<file path="config.mk">
export PLATFORM = sky130hd
export DESIGN_NAME = mac_sequencer_flat
export DESIGN_NICKNAME = d
export VERILOG_FILES = /design/src/rtl/mlblocks_pkg.sv /design/src/rtl/mac_sequencer_if.sv /design/src/rtl/cfg_shifter.sv /design/src/rtl/mac_sequencer.sv /design/src/flat_wrapper.sv
export SDC_FILE = /design/constraint.sdc
export NUM_CORES = 1
export LEC_CHECK = 0
export CAP_MARGIN = 10
export CELL_PAD_IN_SITES_DETAIL_PLACEMENT = 2
export CELL_PAD_IN_SITES_GLOBAL_PLACEMENT = 2
export CORE_MARGIN = 2
export CORE_UTILIZATION = 31
export CTS_CLUSTER_DIAMETER = 100
export CTS_CLUSTER_SIZE = 12
export DETAILED_ROUTE_END_ITERATION = 10
export PLACE_DENSITY = 0.8
export SYNTH_ARGS = -nofsm -noshare
export SYNTH_HDL_FRONTEND = slang
export SYNTH_HIERARCHICAL = 1
export SYNTH_SLANG_ARGS = --single-unit
</file>
<file path="constraint.sdc">
create_clock -name clk -period 2.8 [get_ports clk]
set_clock_uncertainty 0.1 [all_clocks]
set_input_delay 0.28 -clock clk [delete_from_list [all_inputs] [get_ports clk]]
set_output_delay 0.28 -clock clk [all_outputs]
set_load 0.05 [all_outputs]
</file>
<file path="src/rtl/mlblocks_pkg.sv">
// rtl/mlblocks_pkg.sv - shared sequencer state encoding, drain length and counter sizing
package mlblocks_pkg;

    typedef enum logic [2:0] {
        ST_IDLE    = 3'd0,
        ST_CFG     = 3'd1,
        ST_WLOAD   = 3'd2,
        ST_COMPUTE = 3'd3,
        ST_DRAIN   = 3'd4,
        ST_DONE    = 3'd5
    } seq_state_e;

    localparam int DRAIN_LEN = 2;

    // One spare bit so a counter can never wrap while counting to its limit
    function automatic int cnt_width(input int limit);
        return $clog2(limit) + 1;
    endfunction

endpackage

</file>
<file path="src/rtl/mac_sequencer_if.sv">
// rtl/mac_sequencer_if.sv - weight and input stream handshakes between source and sequencer
interface mac_sequencer_if;
    logic w_valid;
    logic w_ready;
    logic i_valid;
    logic i_ready;

    modport master (output w_valid, output i_valid, input w_ready, input i_ready);
    modport slave  (input w_valid, input i_valid, output w_ready, output i_ready);
endinterface

</file>
<file path="src/rtl/cfg_shifter.sv">
// rtl/cfg_shifter.sv - LSB-first serialiser for the MAC configuration chain
module cfg_shifter
    import mlblocks_pkg::*;
#(
    parameter int LEN = 16
) (
    input  logic           clk,
    input  logic           reset,
    input  logic           load,
    input  logic [LEN-1:0] din,
    input  logic           shift,
    output logic           bit_out,
    output logic           done
);
    localparam int CW = cnt_width(LEN);

    logic [LEN-1:0] sr_q, sr_d;
    logic [CW-1:0]  cnt_q, cnt_d;

    always_comb begin
        sr_d  = sr_q;
        cnt_d = cnt_q;
        if (load) begin
            sr_d  = din;
            cnt_d = '0;
        end else if (shift) begin
            sr_d  = sr_q >> 1;
            cnt_d = cnt_q + CW'(1);
        end
    end

    always_ff @(posedge clk or negedge reset) begin
        if (!reset) begin
            sr_q  <= '0;
            cnt_q <= '0;
        end else begin
            sr_q  <= sr_d;
            cnt_q <= cnt_d;
        end
    end

    assign bit_out = sr_q[0];
    assign done    = shift & (cnt_q == CW'(LEN - 1));

endmodule

</file>
<file path="src/rtl/mac_sequencer.sv">
// rtl/mac_sequencer.sv - job sequencer: config chain, weight load, vector compute, drain
module mac_sequencer
    import mlblocks_pkg::*;
#(
    parameter int CFG_LEN     = 16,
    parameter int W_D         = 4,
    parameter int LEN_W       = 16,
    parameter int N_OF_COFIGS = 4,
    localparam int CFG_SEL_W  = $clog2(N_OF_COFIGS)
) (
    input  logic                 clk,
    input  logic                 reset,
    input  logic                 start,
    input  logic                 abort,
    input  logic [CFG_LEN-1:0]   cfg_word,
    input  logic [CFG_SEL_W-1:0] cfg_sel,
    input  logic [LEN_W-1:0]     n_vec,
    input  logic                 hp_req,
    mac_sequencer_if.slave       strm,
    output logic [CFG_SEL_W-1:0] configg,
    output logic                 config_en,
    output logic                 config_in,
    output logic                 W_en,
    output logic                 I_en,
    output logic                 Res_en,
    output logic                 hp_en,
    output logic                 busy,
    output logic                 done
);
    localparam int WCW = cnt_width(W_D);
    localparam int DCW = cnt_width(DRAIN_LEN);

    seq_state_e           state_q, state_d;
    logic [WCW-1:0]       w_cnt_q, w_cnt_d;
    logic [LEN_W-1:0]     v_cnt_q, v_cnt_d;
    logic [DCW-1:0]       d_cnt_q, d_cnt_d;
    logic [LEN_W-1:0]     n_vec_q, n_vec_d;
    logic                 hp_q, hp_d;
    logic [CFG_SEL_W-1:0] sel_q, sel_d;
    logic busy_q, busy_d, done_q, done_d, cfg_en_q, cfg_en_d;
    logic w_ready_q, w_ready_d, i_ready_q, i_ready_d;
    logic drain_q, drain_d, hp_en_q, hp_en_d;
    logic shift_load, shift_en, shift_bit, shift_last, w_hs, i_hs;

    assign w_hs = strm.w_valid & w_ready_q;
    assign i_hs = strm.i_valid & i_ready_q;

    cfg_shifter #(.LEN(CFG_LEN)) u_cfg_shifter (
        .clk     (clk),
        .reset   (reset),
        .load    (shift_load),
        .din     (cfg_word),
        .shift   (shift_en),
        .bit_out (shift_bit),
        .done    (shift_last)
    );

    always_comb begin
        state_d    = state_q;
        w_cnt_d    = w_cnt_q;
        v_cnt_d    = v_cnt_q;
        d_cnt_d    = d_cnt_q;
        n_vec_d    = n_vec_q;
        hp_d       = hp_q;
        sel_d      = sel_q;
        shift_load = 1'b0;
        shift_en   = (state_q == ST_CFG);
        unique case (state_q)
            ST_IDLE: if (start) begin
                state_d    = ST_CFG;
                n_vec_d    = n_vec;
                hp_d       = hp_req;
                sel_d      = cfg_sel;
                shift_load = 1'b1;
                w_cnt_d    = '0;
                v_cnt_d    = '0;
                d_cnt_d    = '0;
            end
            ST_CFG: if (shift_last) state_d = ST_WLOAD;
            ST_WLOAD: if (w_hs) begin
                if (w_cnt_q == WCW'(W_D - 1))
                    state_d = (n_vec_q == '0) ? ST_DRAIN : ST_COMPUTE;
                else
                    w_cnt_d = w_cnt_q + WCW'(1);
            end
            ST_COMPUTE: if (i_hs) begin
                if (v_cnt_q == n_vec_q - LEN_W'(1)) state_d = ST_DRAIN;
                else                                v_cnt_d = v_cnt_q + LEN_W'(1);
            end
            ST_DRAIN: begin
                if (d_cnt_q == DCW'(DRAIN_LEN - 1)) state_d = ST_DONE;
                else                                d_cnt_d = d_cnt_q + DCW'(1);
            end
            ST_DONE: state_d = ST_IDLE;
            default: state_d = ST_IDLE;
        endcase
        if (abort && state_q != ST_IDLE) state_d = ST_IDLE;

        // Outputs are decoded from the next state so they leave the block as flops
        busy_d    = (state_d != ST_IDLE);
        done_d    = (state_d == ST_DONE);
        cfg_en_d  = (state_d == ST_CFG);
        w_ready_d = (state_d == ST_WLOAD);
        i_ready_d = (state_d == ST_COMPUTE);
        drain_d   = (state_d == ST_DRAIN);
        hp_en_d   = hp_d & (w_ready_d | i_ready_d | drain_d);
    end

    always_ff @(posedge clk or negedge reset) begin
        if (!reset) begin
            state_q   <= ST_IDLE;
            w_cnt_q   <= '0;
            v_cnt_q   <= '0;
            d_cnt_q   <= '0;
            n_vec_q   <= '0;
            hp_q      <= 1'b0;
            sel_q     <= '0;
            busy_q    <= 1'b0;
            done_q    <= 1'b0;
            cfg_en_q  <= 1'b0;
            w_ready_q <= 1'b0;
            i_ready_q <= 1'b0;
            drain_q   <= 1'b0;
            hp_en_q   <= 1'b0;
        end else begin
            state_q   <= state_d;
            w_cnt_q   <= w_cnt_d;
            v_cnt_q   <= v_cnt_d;
            d_cnt_q   <= d_cnt_d;
            n_vec_q   <= n_vec_d;
            hp_q      <= hp_d;
            sel_q     <= sel_d;
            busy_q    <= busy_d;
            done_q    <= done_d;
            cfg_en_q  <= cfg_en_d;
            w_ready_q <= w_ready_d;
            i_ready_q <= i_ready_d;
            drain_q   <= drain_d;
            hp_en_q   <= hp_en_d;
        end
    end

    assign strm.w_ready = w_ready_q;
    assign strm.i_ready = i_ready_q;
    assign configg      = sel_q;
    assign config_en    = cfg_en_q;
    assign config_in    = cfg_en_q & shift_bit;
    assign W_en         = w_hs;
    assign I_en         = i_hs;
    assign Res_en       = drain_q | i_hs;
    assign hp_en        = hp_en_q;
    assign busy         = busy_q;
    assign done         = done_q;

endmodule

</file>
<file path="src/flat_wrapper.sv">
// flat-port wrapper written by rule: the top's interface ports become plain ports
module mac_sequencer_flat import mlblocks_pkg::*;
#(
    parameter int CFG_LEN     = 16,
    parameter int W_D         = 4,
    parameter int LEN_W       = 16,
    parameter int N_OF_COFIGS = 4,
    localparam int CFG_SEL_W  = $clog2(N_OF_COFIGS)
)
  (clk, reset, start, abort, cfg_word, cfg_sel, n_vec, hp_req, configg, config_en, config_in, W_en, I_en, Res_en, hp_en, busy, done, strm_w_valid, strm_i_valid, strm_w_ready, strm_i_ready);
  mac_sequencer_if strm_i ();
  input  logic clk;
  input  logic reset;
  input  logic start;
  input  logic abort;
  input  logic [CFG_LEN-1:0] cfg_word;
  input  logic [CFG_SEL_W-1:0] cfg_sel;
  input  logic [LEN_W-1:0] n_vec;
  input  logic hp_req;
  output logic [CFG_SEL_W-1:0] configg;
  output logic config_en;
  output logic config_in;
  output logic W_en;
  output logic I_en;
  output logic Res_en;
  output logic hp_en;
  output logic busy;
  output logic done;
  input wire logic [$bits(strm_i.w_valid)-1:0] strm_w_valid;
  input wire logic [$bits(strm_i.i_valid)-1:0] strm_i_valid;
  output wire logic [$bits(strm_i.w_ready)-1:0] strm_w_ready;
  output wire logic [$bits(strm_i.i_ready)-1:0] strm_i_ready;
  assign strm_i.w_valid = strm_w_valid;
  assign strm_i.i_valid = strm_i_valid;
  assign strm_w_ready = strm_i.w_ready;
  assign strm_i_ready = strm_i.i_ready;
  mac_sequencer #(.CFG_LEN(CFG_LEN), .W_D(W_D), .LEN_W(LEN_W), .N_OF_COFIGS(N_OF_COFIGS)) u_core (.clk(clk), .reset(reset), .start(start), .abort(abort), .cfg_word(cfg_word), .cfg_sel(cfg_sel), .n_vec(n_vec), .hp_req(hp_req), .strm(strm_i), .configg(configg), .config_en(config_en), .config_in(config_in), .W_en(W_en), .I_en(I_en), .Res_en(Res_en), .hp_en(hp_en), .busy(busy), .done(done));
endmodule
</file>
==> results of run 1 <==
==> area by class of cell <==
| type | instances | area, sq um | share of cell area (%) |
|---|---|---|---|
| clock inverter | 4 | 51.30 | 0.9019 |
| clock buffer | 12 | 266.5 | 4.685 |
| timing repair buffer | 103 | 959.7 | 16.87 |
| inverter | 11 | 41.29 | 0.7259 |
| multi-input combinational | 341 | 2376 | 41.77 |
| tap | 172 | 215.2 | 3.784 |
| sequential | 71 | 1778 | 31.26 |
==> registers in the layout (all words and copies together), names as in the netlist, 2 cells and up <==
signal                      flops
u_core/u_cfg_shifter/cnt_q      5
u_core/state_q                  3
u_core/v_cnt_q                 16
u_core/n_vec_q                 16
u_core/configg                  2
u_core/w_cnt_q                  3
u_core/u_cfg_shifter/sr_q      16
u_core/d_cnt_q                  2
==> worst max-delay path, delay by kind of cell (launching register included) <==
kind / cells / cell delay [ns]
buffers and inverters: 4 / 0.69
and+or+nand+nor: 5 / 1.34
AOI/OAI and AO/OA: 2 / 0.29
DFF: 1 / 0.37
==> path summary, 6_finish.rpt <==
kind	from	end	depth (start not counted)
hold / removal	cfg_sel[0]	u_core/configg[0]	3
setup / recovery	u_core/n_vec_q[5]	u_core/busy	11
max in group asynchronous	reset	u_core/u_cfg_shifter/sr_q[8]	3
hold reg to reg	u_core/configg[0]	u_core/configg[0]	2
min in group asynchronous	reset	u_core/v_cnt_q[0]	2
setup reg to reg	u_core/n_vec_q[5]	u_core/busy	11
==> where the power goes <==
part / internal [mW] / switching [mW] / total, mW
clock: 0.764 / 0.458 / 1.22
sequential: 1.33 / 0.256 / 1.59
combinational: 1.09 / 1.43 / 2.52
==> cell usage in the layout (no fill, tap or decap), types with 7 or more instances in the layout <==
cell type,instances
inv_1,8
o21ai_1,18
clkdlybuf4s50_1,51
o21ai_0,11
clkbuf_16,9
dfrtp_1,70
nand2b_1,7
nor2_1,23
a21oi_2,8
buf_6,9
buf_4,39
mux2i_1,19
nand2_1,95
a21oi_1,7
xnor2_1,18
and3_1,7
nand4_1,7
==> metal layers <==
layer | part of all wire, % | track usage [%] | vias up
met2 | 55 | 38.44 | 74
met5 | 0 | 0 | -
li1 | - | - | 1730
met1 | 40 | 23.11 | 1884
met3 | 3.1 | 5.475 | 23
met4 | 2.3 | 5.196 | 0
==> kinds of logic after synthesis <==
kind of cell / count (synthesis) / synth area share [%]
AOI/OAI and AO/OA: 81 / 13.27
xor gates and xnor gates: 25 / 5.425
adders and majority gates: 8 / 2.418
buffers and inverters: 30 / 3.875
DFF: 71 / 44.02
muxes: 21 / 5.456
and+or+nand+nor: 206 / 25.54
==> timing repair <==
action | in CTS | in global routing
hold buffers | 1 | 0
gates resized for setup | 34 | 28
endpoints found under the setup margin | 22 | 23
setup buffers | 8 | 3
pin swaps | 10 | 17
gates cloned | 0 | 0
hold endpoints to repair | 25 | 0
==> metrics, run 1 <==
status complete, but fails checks; failing checks setup timing; post-route cell area 0.005688 sq mm; Post-synth EDFFs 0; depth of the CTS H-tree 3; final std cells w/o fill 714; Max VDD drop 0.4846 mV; most frequent CP cell buf_4; Avg WL per Cell around 20 um; DRT iter0 DRCs about 110; Max Freq ~340 MHz; register area share after synthesis between 40 and 50%; worst hold path class in2reg; DP Cell Count between 600 and 700; Congestion Overflow GR 0; Worst EP required a little under 3 ns; Crit path largest cell delay roughly 0.42 ns; Die W roughly 120 um; Post-route DRC 0; RSZ-0062 raised after global routing true; fraction of layout cells with a size suffix above 1 23.25%; NumNets Final 585; final hold vios 0; Post-Synthesis Cells roughly 440; die area 0.01395 sq mm; Fill cells approximately 1400; Power Total 5.323 mW; syn_nets 490; final WL ~14000 um; Finished Core Util between 40 and 50%; CP Max Fanout 5; Worst Hold Margin approximately 0.35 ns; # IOs 53; fin crit period around 3 ns; Worst setup SP type register; synth unique cells 64; area leader, netlist dfrtp_1; most numerous cell in the Yosys netlist nand2_1; fin crit share 104.5%; asr flop ratio synth 100.0%; Worst R2R Setup Slack -0.13 ns; vias per inst between 5 and 6; Clock Root Buffer clkbuf_16; total track usage just over 20%; largest net degree at the start of global routing 47; synth cell count leaders nand2_1 (96), dfrtp_1 (71), nor2_1 (25); syn avg cell area a little over 9 sq um; Synth Flop Type dfrtp_1; First-pass DRT Iterations 4; number of global-route vias before repair approximately 4200; top cells by area, synth dfrtp_1 (44%), nand2_1 (8.9%), mux2i_1 (4.7%); clock tree buffer depth 2; Starting Density 31.86%; post-route setup slack -0.1264 ns; dpl ws -0.3201 ns; first-pass GRT wire length around 23000 um; Core ar. approximately 0.013 sq mm; Rows 41; #FFs+latches synth 71; clock latency on the worst-skew pair between 0.3 and 0.4 ns; via count approximately 3700; Post-Syn Area roughly 0.0040 sq mm; Worst EP arrival around 3 ns; Area after DPL around 0.0050 sq mm; yosys warns 6; dpl hpwl 9336 um; max-slew violations 0; Area Overhead vs Synth 40.92%; Setup crit end kind register; Yosys top cell area share 44.02%; kind of critical path reg2reg; RD Place Congestion between 0.8 and 0.9; clock slew at reported path FFs 0.06 ns; slowest CP cell nor4_2; setup TNS -1.380 ns; MaxCap Viol Count 0; ANT nets after route 0; die height about 120 um; initial antenna violation count 0; crit-path cells buf_4 > nor3_1 > nand2_2 > buf_4 > buf_4 > nor4_2 > buf_4 > nand2b_1 > nand2_1 > o21ai_0 > o32ai_1; clk sinks 71; PwrDens between 900 and 1000 mW/mm^2; Setup violations, final 20; CTS tree yes; PortBufs 52; Rel. slew slack between 40% and 50%; CTS Buf Count 9; Static Leak around 2.5 nW; Antenna Cells 0; Slew @ Worst Pin ~0.75 ns
Note: power is estimated with default switching activity, not from simulation.
==> run 2: changes to the inputs <==
- RECOVER_POWER: unset -> 50
- TNS_END_PERCENT: unset -> 20
==> run 2 against run 1 <==
  * Critical path type unchanged
  * First-iteration DRC count up 13%
  * Sequential share of layout area rose by 1.1 points
  * Setup slack better by 0.051 ns
  * Core utilization down 1.6 points
  * The flow still finishes with violations (setup timing)
==> metrics, run 2 (synthesis gave the netlist of run 1 again) <==
CP Max Fanout 5; number of global-route vias before repair approximately 4300; Max VDD drop ~0.47 mV; fraction of layout cells with a size suffix above 1 roughly a fifth; CTS tree yes; DP Cell Count slightly below 700; Worst EP required approximately 2.9 ns; largest net degree at the start of global routing 47; final hold vios 0; die area roughly 0.014 sq mm; r2r endpoint u_core/state_q[0]; Avg WL per Cell between 15 and 20 um; Slew @ Worst Pin 1.456 ns; Core ar. 0.01267 sq mm; CTS Buf Count 9; Power Total ~5 mW; fin crit period between 2 and 3 ns; fin crit share 102.7%; Congestion Overflow GR 0; Crit path largest cell delay approximately 0.57 ns; NumNets Final 580; depth of the CTS H-tree 3; failing checks setup timing; Antenna Cells 0; final WL 12920 um; via count 3673; clock tree buffer depth 2; slowest CP cell or4_4; vias per inst around 5.2; CP Launch Point u_core/n_vec_q[4]; Die W between 100 and 150 um; worst hold path class in2reg; Rel. slew slack 2.956%; Worst R2R Setup Slack -0.08 ns; Rows just over 40; most frequent cells in the layout nand2_1 (94), dfrtp_1 (70), clkdlybuf4s50_1 (51), buf_4 (38), nor2_1 (22); Largest regs u_core/n_vec_q: 16 flops, u_core/u_cfg_shifter/sr_q: 16 flops, u_core/v_cnt_q: 16 flops; RSZ-0062 raised after global routing true; Setup violations, final 17; die height 118.1 um; Fill cells around 1400; clock latency on the worst-skew pair 0.35 ns; Post-route DRC 0; PortBufs 52; dpl ws -0.3201 ns; Area Overhead vs Synth 36.02%; FF-to-FF Start u_core/n_vec_q[4]; Setup crit end kind register; status complete, but fails checks; Starting Density 31.86%; Max Freq about 350 MHz; initial antenna violation count 0; total track usage about a fifth; Area after DPL 0.004999 sq mm; post-route setup slack -0.07564 ns; Worst EP arrival about 3.0 ns; First-pass DRT Iterations 4; kind of critical path reg2reg; post-route cell area 0.005490 sq mm; final std cells w/o fill 709; first-pass GRT wire length around 22000 um; max-slew violations 0; PwrDens about 940 mW/mm^2; most common cell after layout, fill and taps aside nand2_1; crit-path cells or4_4 > or4_4 > nand3_2 > o211ai_1 > a2111oi_4 > buf_6 > buf_6 > a21o_1 > buf_6 > a31oi_1; MaxCap Viol Count 0; Clock Root Buffer clkbuf_16; Worst R2R Path Depth 10; setup TNS -0.6663 ns; dpl hpwl 9336 um; critical path endpoint u_core/state_q[0]; clk sinks just over 70; Worst setup SP type register; DRT iter0 DRCs approximately 130; ANT nets after route 0; # IOs 53; RD Place Congestion 0.8427; Static Leak approximately 2.4 nW; clock slew at reported path FFs 0.06 ns; most frequent CP cell buf_6
-- run 2: changes by cell type in the layout (fill, tap and decap cells not counted), sizes merged --
| cell | before | now |
|---|---|---|
| buf | 51 | 44 |
| clkbuf | 12 | 14 |
-- run 2: layer usage --
metal | routed length (um) | up-vias | GRT usage [%] | share of wire [%]
met5 | 0 | - | 0 | 0
met3 | 468 | 22 | 5.814 | 3.6
met1 | 5249 | 1862 | 21.94 | 41
met2 | 6898 | 63 | 35.80 | 53
met4 | 305 | 0 | 6.401 | 2.4
li1 | - | 1726 | - | -
-- run 2: area by class of cell --
| class | count | area [sq um] | area share (%) |
|---|---|---|---|
| repair buffers | 98 | 893.4 | 16.27 |
| clock buffers | 12 | 266.5 | 4.854 |
| multi-input cells | 341 | 2245 | 40.88 |
| inverters | 11 | 41.29 | 0.7521 |
| well taps | 172 | 215.2 | 3.920 |
| flip-flops and latches | 71 | 1778 | 32.38 |
| clock inverters | 4 | 51.30 | 0.9344 |
-- run 2: power breakdown --
| part | leakage (nW) | switching, mW | internal [mW] |
|---|---|---|---|
| logic | 1.36 | 1.32 | 1.02 |
| registers | 0.924 | 0.242 | 1.33 |
| clock network | 0.155 | 0.457 | 0.763 |
-- run 2: worst min path at each step --
stage,from,endpoint,slack [ns],cells past startpoint
after floorplan,reset,u_core/busy,-0.12,0
after global placement,reset,u_core/n_vec_q[1],0.23,1
after detailed placement,reset,u_core/n_vec_q[1],0.25,1
after CTS,cfg_sel[0],u_core/configg[0],0.34,3
after global routing,cfg_word[13],u_core/u_cfg_shifter/sr_q[13],0.38,3
final,cfg_sel[0],u_core/configg[0],0.35,3
-- run 2: through the flow --
| step | hold slack [ns] | utilization [%] |
|---|---|---|
| after floorplan | -0.1156 | - |
| after global placement | 0.2327 | 39.45 |
| after detailed placement | 0.2457 | 39.45 |
| after CTS | 0.3445 | 42.89 |
| after global routing | 0.3755 | 43.33 |
| final | 0.3535 | 43.33 |
-- run 2: timing repair --
action / 4_1_cts / 5_1_grt
hold buffers: 1 / 0
endpoints found under the hold margin: 25 / 0
resized for setup: 21 / 17
buffers inserted: 5 / 1
endpoints found under the setup margin: 22 / 23
cloned: 0 / 0
pin swaps: 6 / 7
-- run 2: worst max-delay path: cells and delay by family, from the launching register on --
kind	cells	cell delay, ns
buffers and inverters	3	0.41
flip-flops	1	0.43
AO/OA/AOI/OAI	4	0.64
AND/OR/NAND/NOR	3	1.17
